$ cat src/rtl/cpu_axi_pkg.sv
// rtl/cpu_axi_pkg.sv - shared read-arbiter state type and AXI4 encoding constants
package cpu_axi_pkg;

  typedef enum logic [1:0] {
    IDLE = 2'd0,
    ADDR = 2'd1,
    DATA = 2'd2
  } rd_state_e;

  localparam logic [2:0] SIZE_4B                     = 3'b010;
  localparam logic [1:0] BURST_INCR                  = 2'b01;
  localparam logic [3:0] CACHE_BUFFERABLE_MODIFIABLE = 4'b0011;
  localparam int         RESP_SLVERR_BIT             = 1;

endpackage

$ cat src/rtl/rr_arb2.sv
// rtl/rr_arb2.sv - two-way round-robin arbiter with last-grant pointer
module rr_arb2 (
  input  logic       ACLK,
  input  logic       ARESETN,
  input  logic [1:0] req,
  input  logic       advance,
  output logic [1:0] grant
);

  // last_q holds the index granted most recently; port 0 wins the first tie
  logic last_q;

  always_comb begin
    grant = req;
    if (req == 2'b11) begin
      grant = last_q ? 2'b01 : 2'b10;
    end
  end

  always_ff @(posedge ACLK) begin
    if (!ARESETN) begin
      last_q <= 1'b1;
    end else if (advance && (grant != 2'b00)) begin
      last_q <= grant[1];
    end
  end

endmodule

$ cat src/rtl/axi_rd_arbiter.sv
// rtl/axi_rd_arbiter.sv - shares one single-beat AXI4 read channel between fetch and load ports
module axi_rd_arbiter
  import cpu_axi_pkg::*;
#(
  parameter int C_M_AXI_THREAD_ID_WIDTH = 1,
  parameter int C_M_AXI_ADDR_WIDTH      = 32,
  parameter int C_M_AXI_DATA_WIDTH      = 32
) (
  input  logic                               ACLK,
  input  logic                               ARESETN,
  input  logic                               REQ0_VALID,
  input  logic [C_M_AXI_ADDR_WIDTH-1:0]      REQ0_ADDR,
  output logic                               REQ0_READY,
  input  logic                               REQ1_VALID,
  input  logic [C_M_AXI_ADDR_WIDTH-1:0]      REQ1_ADDR,
  output logic                               REQ1_READY,
  output logic                               RSP0_VALID,
  output logic                               RSP1_VALID,
  output logic [C_M_AXI_DATA_WIDTH-1:0]      RSP_DATA,
  output logic                               RSP_ERR,
  output logic [C_M_AXI_THREAD_ID_WIDTH-1:0] M_AXI_ARID,
  output logic [C_M_AXI_ADDR_WIDTH-1:0]      M_AXI_ARADDR,
  output logic [7:0]                         M_AXI_ARLEN,
  output logic [2:0]                         M_AXI_ARSIZE,
  output logic [1:0]                         M_AXI_ARBURST,
  output logic                               M_AXI_ARLOCK,
  output logic [3:0]                         M_AXI_ARCACHE,
  output logic [2:0]                         M_AXI_ARPROT,
  output logic [3:0]                         M_AXI_ARQOS,
  output logic                               M_AXI_ARUSER,
  output logic                               M_AXI_ARVALID,
  input  logic                               M_AXI_ARREADY,
  input  logic [C_M_AXI_THREAD_ID_WIDTH-1:0] M_AXI_RID,
  input  logic [C_M_AXI_DATA_WIDTH-1:0]      M_AXI_RDATA,
  input  logic [1:0]                         M_AXI_RRESP,
  input  logic                               M_AXI_RLAST,
  input  logic                               M_AXI_RUSER,
  input  logic                               M_AXI_RVALID,
  output logic                               M_AXI_RREADY
);

  rd_state_e                    state_q, state_d;
  logic [1:0]                   grant;
  logic                         advance;
  logic                         gnt_q;
  logic [C_M_AXI_ADDR_WIDTH-1:0] araddr_q;
  logic [1:0]                   rsp_valid_q;
  logic [C_M_AXI_DATA_WIDTH-1:0] rsp_data_q;
  logic                         rsp_err_q;
  logic                         unused_inputs;

  assign advance = (state_q == IDLE) && (REQ0_VALID || REQ1_VALID);

  rr_arb2 u_arb (
    .ACLK    (ACLK),
    .ARESETN (ARESETN),
    .req     ({REQ1_VALID, REQ0_VALID}),
    .advance (advance),
    .grant   (grant)
  );

  assign REQ0_READY = advance && grant[0];
  assign REQ1_READY = advance && grant[1];

  always_comb begin
    state_d = state_q;
    case (state_q)
      IDLE:    if (advance)       state_d = ADDR;
      ADDR:    if (M_AXI_ARREADY) state_d = DATA;
      DATA:    if (M_AXI_RVALID)  state_d = IDLE;
      default:                    state_d = IDLE;
    endcase
  end

  always_ff @(posedge ACLK) begin
    if (!ARESETN) begin
      state_q     <= IDLE;
      gnt_q       <= 1'b0;
      araddr_q    <= '0;
      rsp_valid_q <= 2'b00;
      rsp_data_q  <= '0;
      rsp_err_q   <= 1'b0;
    end else begin
      state_q     <= state_d;
      rsp_valid_q <= 2'b00;
      if (advance) begin
        gnt_q    <= grant[1];
        araddr_q <= grant[1] ? {REQ1_ADDR[C_M_AXI_ADDR_WIDTH-1:2], 2'b00}
                             : {REQ0_ADDR[C_M_AXI_ADDR_WIDTH-1:2], 2'b00};
      end
      if ((state_q == DATA) && M_AXI_RVALID) begin
        rsp_data_q  <= M_AXI_RDATA;
        rsp_err_q   <= M_AXI_RRESP[RESP_SLVERR_BIT];
        rsp_valid_q <= gnt_q ? 2'b10 : 2'b01;
      end
    end
  end

  // Channel valids decode from the registered state only, so ARVALID never sees ARREADY
  assign M_AXI_ARVALID = (state_q == ADDR);
  assign M_AXI_RREADY  = (state_q == DATA);
  assign M_AXI_ARADDR  = araddr_q;
  assign M_AXI_ARID    = '0;
  assign M_AXI_ARLEN   = 8'd0;
  assign M_AXI_ARSIZE  = SIZE_4B;
  assign M_AXI_ARBURST = BURST_INCR;
  assign M_AXI_ARLOCK  = 1'b0;
  assign M_AXI_ARCACHE = CACHE_BUFFERABLE_MODIFIABLE;
  assign M_AXI_ARPROT  = 3'd0;
  assign M_AXI_ARQOS   = 4'd0;
  assign M_AXI_ARUSER  = 1'b0;

  assign RSP0_VALID = rsp_valid_q[0];
  assign RSP1_VALID = rsp_valid_q[1];
  assign RSP_DATA   = rsp_data_q;
  assign RSP_ERR    = rsp_err_q;

  assign unused_inputs = ^{M_AXI_RID, M_AXI_RUSER, M_AXI_RLAST, M_AXI_RRESP[0],
                           REQ0_ADDR[1:0], REQ1_ADDR[1:0]};

endmodule
$ cat config.mk
export PLATFORM = sky130hd
export DESIGN_NAME = axi_rd_arbiter
export DESIGN_NICKNAME = d
export VERILOG_FILES = /design/src/rtl/cpu_axi_pkg.sv /design/src/rtl/rr_arb2.sv /design/src/rtl/axi_rd_arbiter.sv
export SDC_FILE = /design/constraint.sdc
export NUM_CORES = 1
export LEC_CHECK = 0
export ABC_AREA = 1
export BUFFER_PORTS_ARGS = -buffer_cell sky130_fd_sc_hd__buf_2
export CAP_MARGIN = 30
export CORE_ASPECT_RATIO = 0.6
export CORE_MARGIN = 4
export CORE_UTILIZATION = 40
export CTS_BUF_LIST = sky130_fd_sc_hd__clkbuf_8
export CTS_CLUSTER_DIAMETER = 50
export DETAILED_ROUTE_END_ITERATION = 7
export GPL_ROUTABILITY_DRIVEN = 0
export PLACE_DENSITY = 0.73
export SETUP_SLACK_MARGIN = 0.2
export SLEW_MARGIN = 10
export SYNTH_ARGS = -nofsm -noshare
export SYNTH_HDL_FRONTEND = slang
export SYNTH_SLANG_ARGS = --single-unit
$ cat constraint.sdc
create_clock -name ACLK -period 2.6 [get_ports ACLK]
set_clock_uncertainty 0.05 [all_clocks]
set_input_delay 0.13 -clock ACLK [delete_from_list [all_inputs] [get_ports ACLK]]
set_output_delay 0.13 -clock ACLK [all_outputs]
set_load 0.05 [all_outputs]
**After elaboration in Yosys (flattened, before gate mapping)**

Index checks and enable logic that the tools add are counted.

- Bits in read-only memories: 0
- Memories: 0
- Output and inout bits: 98
- Memory bits (writable): 0
- Flip-flop bits (word level): 71
- Input bits: 107
- Bits in latches: 0
- Logic and storage cells: 31

- Shifts and indexed selects: 0
- Bitwise logic cells: 0
- Div/mod/pow operators: 0
- Equality and inequality tests: 6
- Reduce and logical (&&, ||, !) cells: 10
- Order comparisons: 0
- Multiply operators: 0
- Add/sub/neg operators: 0
- Multiplexer cells: 8

Operators with widths:

| operator | count |
|---|---|
| $mux 32 | 1 |
| $mux 2 | 6 |
| $pmux 2 s3 | 1 |
| $logic_and 1x1->1 | 5 |
| $eq 2x2->1 const B | 2 |
| $ne 2x2->1 const B | 2 |
| $reduce_and 3->1 | 1 |
| $eq 2x1->1 const B | 1 |
| $logic_not 2->1 | 1 |
| $ne 2x1->1 const B | 1 |
| $reduce_and 2->1 | 1 |
| $reduce_bool 2->1 | 1 |
| $logic_or 1x1->1 | 1 |

**Longest topological paths before layout**

Gate-level depths: netlist of run 1.

- Word-level depth: 4
- Gate-level depth with buffers: 7
- Depth with buffers taken out: 6

**Hierarchy**

Synthesis of run 1 repeated with hierarchy kept, for this count alone.

- Cell total of the unflattened synthesis: 504
- Area total of the unflattened synthesis: 3,372.0 sq um

By module, submodules not included:

| module | area each (sq um) | cells an instance | sequential area each (sq um) | times used |
|---|---|---|---|---|
| axi_rd_arbiter | 3,306.9 | 495 | 1,361.3 | 1 |
| rr_arb2 | 65.1 | 9 | 20.0 | 1 |

**Least setup slack after synthesis of run 1**

OpenSTA, ideal clock, no wires.

- Path kind: flip-flop to flip-flop
- Start: reg state_q[0]
- End: reg state_q[0]
- Data arrival time: 1.472 ns
- Path slack: 1.008 ns
- Stages on the path, launching flop included: 5
- Buffers on the path: 0
- Data required time: 2.480 ns
- Cells stage by stage: dfxtp_1 inv_2 nor2_1 nand2_1 a21oi_1

- Elaborated cells on any way between the ends: 9

RTL lines:

| what | line | RTL |
|---|---|---|
| start, declared | axi_rd_arbiter.sv:42 | `rd_state_e state_q, state_d;` |
| start signal, assigned | axi_rd_arbiter.sv:84 | `state_q <= state_d;` |
| $eq 2x1->1 * | n/a |  |
| net M_AXI_ARVALID | axi_rd_arbiter.sv:31 | `output logic M_AXI_ARVALID,` |
| $ne 2x1->1 (no line) | n/a |  |
| $reduce_and 3->1 (no line) | n/a |  |

The timed path passes the listed nets; every way through them passes the cells marked *.
A chain may end at the register's enable or synchronous reset.

**Final worst setup path of run 1**

- Start: reg state_q[1]
- End: out M_AXI_RREADY

- Longest elaborated chain between the ends: 1

RTL lines:

| what | line | RTL |
|---|---|---|
| $eq 2x2->1 | axi_rd_arbiter.sv:101 | `assign M_AXI_RREADY = (state_q == DATA);` |
| end, declared | axi_rd_arbiter.sv:39 | `output logic M_AXI_RREADY` |

Every way passes these cells.

==> results of run 1 <==
## stage by stage
step / util / cell area (sq um) / hold WS, ns / power [uW]
floorplan: - / 3617 / 0.2058 / 1888
global placement: 0.4909 / 4184 / 0.3486 / 2018
detailed placement: 0.4909 / 4184 / 0.3513 / 2031
CTS: 0.5467 / 4659 / 0.00002331 / 2851
global route: 0.5502 / 4690 / 0.004644 / 2988
finish: 0.5502 / 4690 / 0.01996 / 2820
## routing by layer
layer | GRT usage | vias up | share of wire
li1 | - | 1879 | -
met1 | 0.2037 | 1512 | 0.43
met2 | 0.3063 | 144 | 0.46
met3 | 0.07508 | 11 | 0.099
met4 | 0.05241 | 0 | 0.013
met5 | 0 | - | 0
## logic make-up (layout without fill, tap and decap cells)
group / after synthesis / in the layout
flops: 69 / 69
compound gates: 38 / 38
other cells: 2 / 29
simple gates: 295 / 295
buf+inv: 125 / 285
## worst min-delay path, stage by stage
cell	delay, ns
buf_2	0.10
nand3_1	0.07
a21oi_1	0.07
## sequential cells by signal (all words and copies together) (netlist names)
name and count:
gnt_q 1, M_AXI_ARADDR 30, RSP_ERR 1, u_arb.last_q 1
rsp_valid_q 2, RSP_DATA 32, state_q 2
## worst max path at each step
stage          slack [ns]  cells past startpoint                            end
2_1_floorplan        1.01                      4        state_q[0]$_SDFFE_PN0P_
3_3_place_gp         1.00                      5  M_AXI_ARADDR[21]$_SDFFE_PN0P_
3_5_place_dp         0.96                      6  M_AXI_ARADDR[16]$_SDFFE_PN0P_
4_1_cts              0.78                      3                   M_AXI_RREADY
5_1_grt              0.65                      3                   M_AXI_RREADY
6_report             0.81                      3                   M_AXI_RREADY
## final cells by class
type / instances / area [sq um]
clock inverter: 7 / 51.30
inverter: 67 / 251.5
clock buffer: 9 / 123.9
sequential: 69 / 1381
tap: 112 / 140.1
timing repair buffer: 202 / 1189
multi-input combinational: 362 / 1553
fill: 829 / 3834
## layout by cell type (no fill, tap or decap)
cell / Yosys / final
buf_2: 12 / 167
nand2_1: 158 / 158
nor2_1: 81 / 81
dfxtp_1: 69 / 69
inv_1: 65 / 65
nand3_1: 35 / 35
a21oi_1: 35 / 35
dlygate4sd3_1: 0 / 31
conb_1: 2 / 29
nor2_2: 13 / 13
clkbuf_8: 0 / 9
nand2_2: 3 / 3
buf_4: 29 / 3
inv_2: 2 / 2
clkinv_4: 0 / 2
clkinvlp_4: 0 / 2
clkinv_2: 0 / 2
o21ai_0: 1 / 1
nor2_8: 1 / 1
nand2_8: 1 / 1
o21ai_2: 1 / 1
nor2_4: 1 / 1
nor3_2: 1 / 1
a21oi_2: 1 / 1
nor3b_2: 1 / 1
inv_6: 0 / 1
buf_12: 0 / 1
## repair_timing
action,CTS,global route
hold buffers,30,1
resized for setup,0,0
hold endpoints to repair,31,1
setup buffers,0,0
## power groups by stage
| stage | Sequential (uW) | Combinational [uW] | Clock (uW) |
|---|---|---|---|
| 2_1_floorplan | 1420 | 468 | 0 |
| 3_3_place_gp | 1190 | 831 | 0 |
| 3_5_place_dp | 1190 | 839 | 0 |
| 4_1_cts | 1170 | 876 | 807 |
| 5_1_grt | 1180 | 959 | 853 |
| 6_report | 1170 | 878 | 776 |
## cell usage after synthesis, types with 2 or more instances
cell | instances | area [sq um]
nand2_1 | 158 | 593.1
nand2_2 | 3 | 18.77
inv_2 | 2 | 7.510
clkbuf_1 | 2 | 7.510
buf_6 | 12 | 135.1
conb_1 | 2 | 7.510
inv_1 | 65 | 244.0
buf_2 | 12 | 60.06
nor2_2 | 13 | 81.33
buf_1 | 3 | 11.26
nor2_1 | 81 | 304.0
nand3_1 | 35 | 175.2
buf_4 | 29 | 217.7
dfxtp_1 | 69 | 1381
a21oi_1 | 35 | 175.2
==> key figures, run 1 <==
Timing
  – Max-slew headroom: 0.5239
  – Fin crit share: 0.6884
  – Setup TNS Final: 0 ns
  – Maximum clock rate: 558.7 MHz
  – Min Tclk post-route: 1.790 ns
  – Fin. Hold Viols: 0
  – Finish-stage setup viols: 0
  – Slew Limit Fails: 0
  – Setup slack after layout: 0.8102 ns
  – Slew at the pin closest to its max-slew limit: 0.7124 ns
  – RSZ-0062 raised after global routing: false

Yosys
  – Post-Synth Simple-Gate Area: 0.3544
  – Post-synth EDFFs: 0
  – Adder-Cell Fraction of Synth Area: 0
  – Post-Synth XOR/XNOR Area: 0
  – Synthesis-stage register bit count: 69
  – Average size of a mapped cell: 6.646 sq um
  – Top FF cell, synth: dfxtp_1
  – Mux cell area share after synthesis: 0
  – Cell Area, Synth: 3516 sq um
  – Seq/Total Area, Yosys: 0.3929
  – Share of flip-flops with an asynchronous set or reset: 0
  – Netlist cell types: 23
  – Main combinational cell family by area after synthesis: simple AND/OR/NAND/NOR gates
  – Synth Instances: 529
  – Yosys warnings: 0
  – Synth Area in Compound Gates: 0.05623

Placement
  – Dpl cells: 780
  – Pre-CTS setup slack: 0.9640 ns
  – Port bufs: 167
  – Hpwl dp: 6523 microns

Power
  – Switch share: 0.3902
  – Clock power share: 0.275
  – Worst VDD drop: 410.1 uV
  – Power share of the sequential group: 0.414
  – Internal power: 1720 uW
  – Net switching power: 1100 uW
  – Comb pwr share: 0.311
  – Pleak: 0.002582 uW
  – PwrDens: 601.4 nW/um^2

Detailed routing
  – Antenna Violating Nets Remaining: 0
  – WL per Instance: 11.28 microns
  – Vias per inst: 4.283
  – Drt first pass iters: 4
  – DRT iter0 DRCs: 120
  – Total Wirelength: 9343 microns
  – Total number of vias: 3546
  – DRC viols: 0

GRT
  – First-pass GRT wire length: 14720 microns
  – Vias in the first global route: 3238
  – Overall Global Routing Usage: 0.1786
  – Global route total overflow: 0
  – Initial antenna violation count: 0
  – Largest net degree at the start of global routing: 61

Job
  – Maxcap violations: 0

Die
  – Area of the die: 10400 sq um
  – Starting Density: 0.4125
  – Row cnt: 26
  – DIE WIDTH: 129.0 microns
  – Die Ht: 80.62 microns
  – I/O pins: 205
  – CORE AREA: 8523 sq um

Setup path
  – CP Max Fanout: 36
  – Max incr delay on CP: 0.41 ns
  – R2r endpoint: M_AXI_ARADDR[8]$_SDFFE_PN0P_
  – Startpoint Class: flip-flop
  – Critical path startpoint: state_q[1]$_SDFFE_PN0P_
  – FF-to-FF Start: state_q[0]$_SDFFE_PN0P_
  – Setup slack, reg-to-reg: 1.01 ns
  – Family with the most delay on the worst path: buffers and inverters
  – Critical Path RT: 2.42 ns
  – Crit path max-delay cell type: nor2_8
  – Crit path DAT: 1.61 ns
  – CP Class: reg2out
  – Sum of buffers and inverters on the critical path: 2
  – R2R cell count: 6
  – Crit path capture type: primary output
  – Worst-path cell chain: inv_2 > nor2_8 > buf_2

Clock tree
  – CTS max path bufs: 2
  – CTS HTree Levels: 3
  – CTS sink count: 69
  – Total CTS buffers: 9
  – CTS tree: yes
  – Clock transition at the registers of the reported paths: 0.08 ns
  – CTS Root Cell: clkbuf_8
  – Clk Latency, worst-skew pair: 0.35 ns

Outcome
  – Status: completed

Worst hold path
  – Hold Path Cell Cnt: 3
  – Hold path startpoint: M_AXI_RDATA[24]
  – Worst Hold Endpoint: RSP_DATA[24]$_SDFFE_PN0P_
  – HP Class: in2reg

Final layout
  – Share of layout cells above drive strength 1: 0.2961
  – Final-stage net count: 818
  – Synthesis-to-layout area growth: 33.38%
  – Final std cells w/o fill: 828
  – Ant diodes: 0
(Power assumes the default switching activity.)
==> inputs of run 2 (changes only) <==
clock period = 1.78 ns   (was 2.6 ns; I/O delays follow)
==> run 2 against run 1 <==
  * Core utilization up 4.4 points
  * Register-to-register slack lost 0.64 ns
  * Power is 59% higher
  * Combinational power is 54% higher
  * Highest routed layer unchanged
  * First-iteration DRC count grew 13%
  * Worst hold slack improved by 0.0058 ns
  * Largest power group unchanged
==> key figures, run 2 (synthesis results as in run 1) <==
Outcome
  – Status: completed

Clock tree
  – Clk Latency, worst-skew pair: 0.33 ns
  – Quantity of gates resized following cts: 0
  – Clock transition at the registers of the reported paths: 0.07 ns
  – CTS HTree Levels: 3
  – CTS sink count: 69
  – Total CTS buffers: 9
  – CTS tree: yes
  – CTS Root Cell: clkbuf_8
  – CTS max path bufs: 2

Detailed routing
  – Drt first pass iters: 4
  – Total number of vias: 3683
  – Antenna Violating Nets Remaining: 0
  – Vias per inst: 4.283
  – Total Wirelength: 9625 microns
  – DRT iter0 DRCs: 136
  – WL per Instance: 11.19 microns
  – DRC viols: 0

Power
  – Comb pwr share: 0.302
  – Net switching power: 1554 uW
  – Clock power share: 0.317
  – Worst VDD drop: 443.4 uV
  – PwrDens: 883.6 nW/um^2
  – Switch share: 0.3475
  – Power share of the sequential group: 0.382
  – Pleak: 0.002759 uW
  – Internal power: 2919 uW

Timing
  – Maximum clock rate: 671.4 MHz
  – Max-slew headroom: 0.5857
  – Fin. Hold Viols: 0
  – Setup slack after layout: 0.2905 ns
  – Slew at the pin closest to its max-slew limit: 0.6214 ns
  – RSZ-0062 raised after global routing: false
  – Minimum hold slack: 0.02574 ns
  – Finish-stage setup viols: 0
  – Min Tclk post-route: 1.489 ns
  – Slew Limit Fails: 0
  – Setup TNS Final: 0 ns
  – Fin crit share: 0.8368

Worst hold path
  – Worst Hold Endpoint: M_AXI_ARADDR[21]$_SDFFE_PN0P_
  – Hold path startpoint: REQ0_ADDR[21]
  – HP Class: in2reg
  – Hold Path Cell Cnt: 5

Placement
  – Port bufs: 167
  – Pre-CTS setup slack: 0.3832 ns
  – Dpl cells: 786
  – Hpwl dp: 6702 microns

Die
  – Row cnt: 26
  – CORE AREA: 8523 sq um
  – I/O pins: 205
  – Die Ht: 80.62 microns
  – Starting Density: 0.4125
  – Area of the die: 10400 sq um
  – DIE WIDTH: 129.0 microns

Setup path
  – CP Max Fanout: 3
  – Setup slack, reg-to-reg: 0.37 ns
  – Startpoint Class: flip-flop
  – FF-to-FF Start: state_q[1]$_SDFFE_PN0P_
  – Critical Path RT: 1.64 ns
  – R2R cell count: 5
  – R2r endpoint: RSP_DATA[18]$_SDFFE_PN0P_
  – Crit path DAT: 1.35 ns
  – CP Class: reg2out
  – Crit path capture type: primary output

GRT
  – Overall Global Routing Usage: 0.1788
  – First-pass GRT wire length: 15070 microns
  – Global route total overflow: 0
  – Largest net degree at the start of global routing: 61
  – Vias in the first global route: 3435
  – Initial antenna violation count: 0

Final layout
  – Ant diodes: 0
  – Final-stage net count: 850
  – Commonest non-fill, non-tap cell in the layout: buf_2
  – Largest register FFs: 32
  – Share of layout cells above drive strength 1: 0.2901
  – Synthesis-to-layout area growth: 43.99%
  – Final std cells w/o fill: 860
  – Commonest non-fill, non-tap cells in the layout: 167 x buf_2, 158 x nand2_1, 80 x nor2_1, 69 x dfxtp_1, 66 x inv_1

Job
  – Maxcap violations: 0
## run 2: cell count changes in the layout (fill, tap and decap cells not counted), sizes merged
| cell | delta |
|---|---|
| buf | +5 |
| clkinv | -2 |
| clkbuf | +2 |
| dlygate4sd3 | +27 |
| clkinvlp | -2 |
| bufinv | +2 |
## run 2: worst max-delay path by stage
stage	depth (start not counted)	endpoint	startpoint
floorplan	3	REQ0_READY	state_q[0]$_SDFFE_PN0P_
global placement	6	M_AXI_ARADDR[19]$_SDFFE_PN0P_	state_q[0]$_SDFFE_PN0P_
detailed placement	5	RSP_DATA[24]$_SDFFE_PN0P_	state_q[1]$_SDFFE_PN0P_
CTS	4	REQ1_READY	state_q[0]$_SDFFE_PN0P_
global route	4	REQ1_READY	state_q[0]$_SDFFE_PN0P_
finish	4	REQ1_READY	state_q[0]$_SDFFE_PN0P_
## run 2: routing by layer
metal	vias to the layer above	track usage	wire, microns
met3	6	0.05183	712
li1	1941	-	-
met5	-	0	0
met1	1615	0.1971	3993
met4	0	0.04088	40
met2	121	0.3394	4880
## run 2: layout make-up
cell class	count	area (sq um)
inverters	67	251.5
repair buffers	234	1509
clock buffers	11	151.4
fillers	771	3461
clock inverters	5	73.82
well taps	112	140.1
multi-input cells	362	1555
flip-flops and latches	69	1381
## run 2: timing repair
action	CTS	global route
buffers inserted	0	0
endpoints found under the hold margin	59	0
hold buffers	58	0
## run 2: worst max-delay path: stages (launching register included)
cell,delay (ns)
dfxtp_1,0.39
nor2_2,0.14
nand3_1,0.15
inv_1,0.08
buf_2,0.26
## run 2: per-stage QoR
step | power, uW | util | area, sq um
after floorplan | 2759 | - | 3620
after global placement | 2974 | 0.4994 | 4257
after detailed placement | 2990 | 0.4994 | 4257
after CTS | 4535 | 0.5940 | 5062
after global routing | 4720 | 0.5940 | 5062
final | 4473 | 0.5940 | 5062
## run 2: power by group through the flow
stage | Sequential [uW] | Clock, uW | Combinational, uW
floorplan | 2070 | 0 | 685
global placement | 1740 | 0 | 1240
detailed placement | 1740 | 0 | 1250
CTS | 1710 | 1480 | 1350
global route | 1720 | 1530 | 1470
finish | 1710 | 1420 | 1350
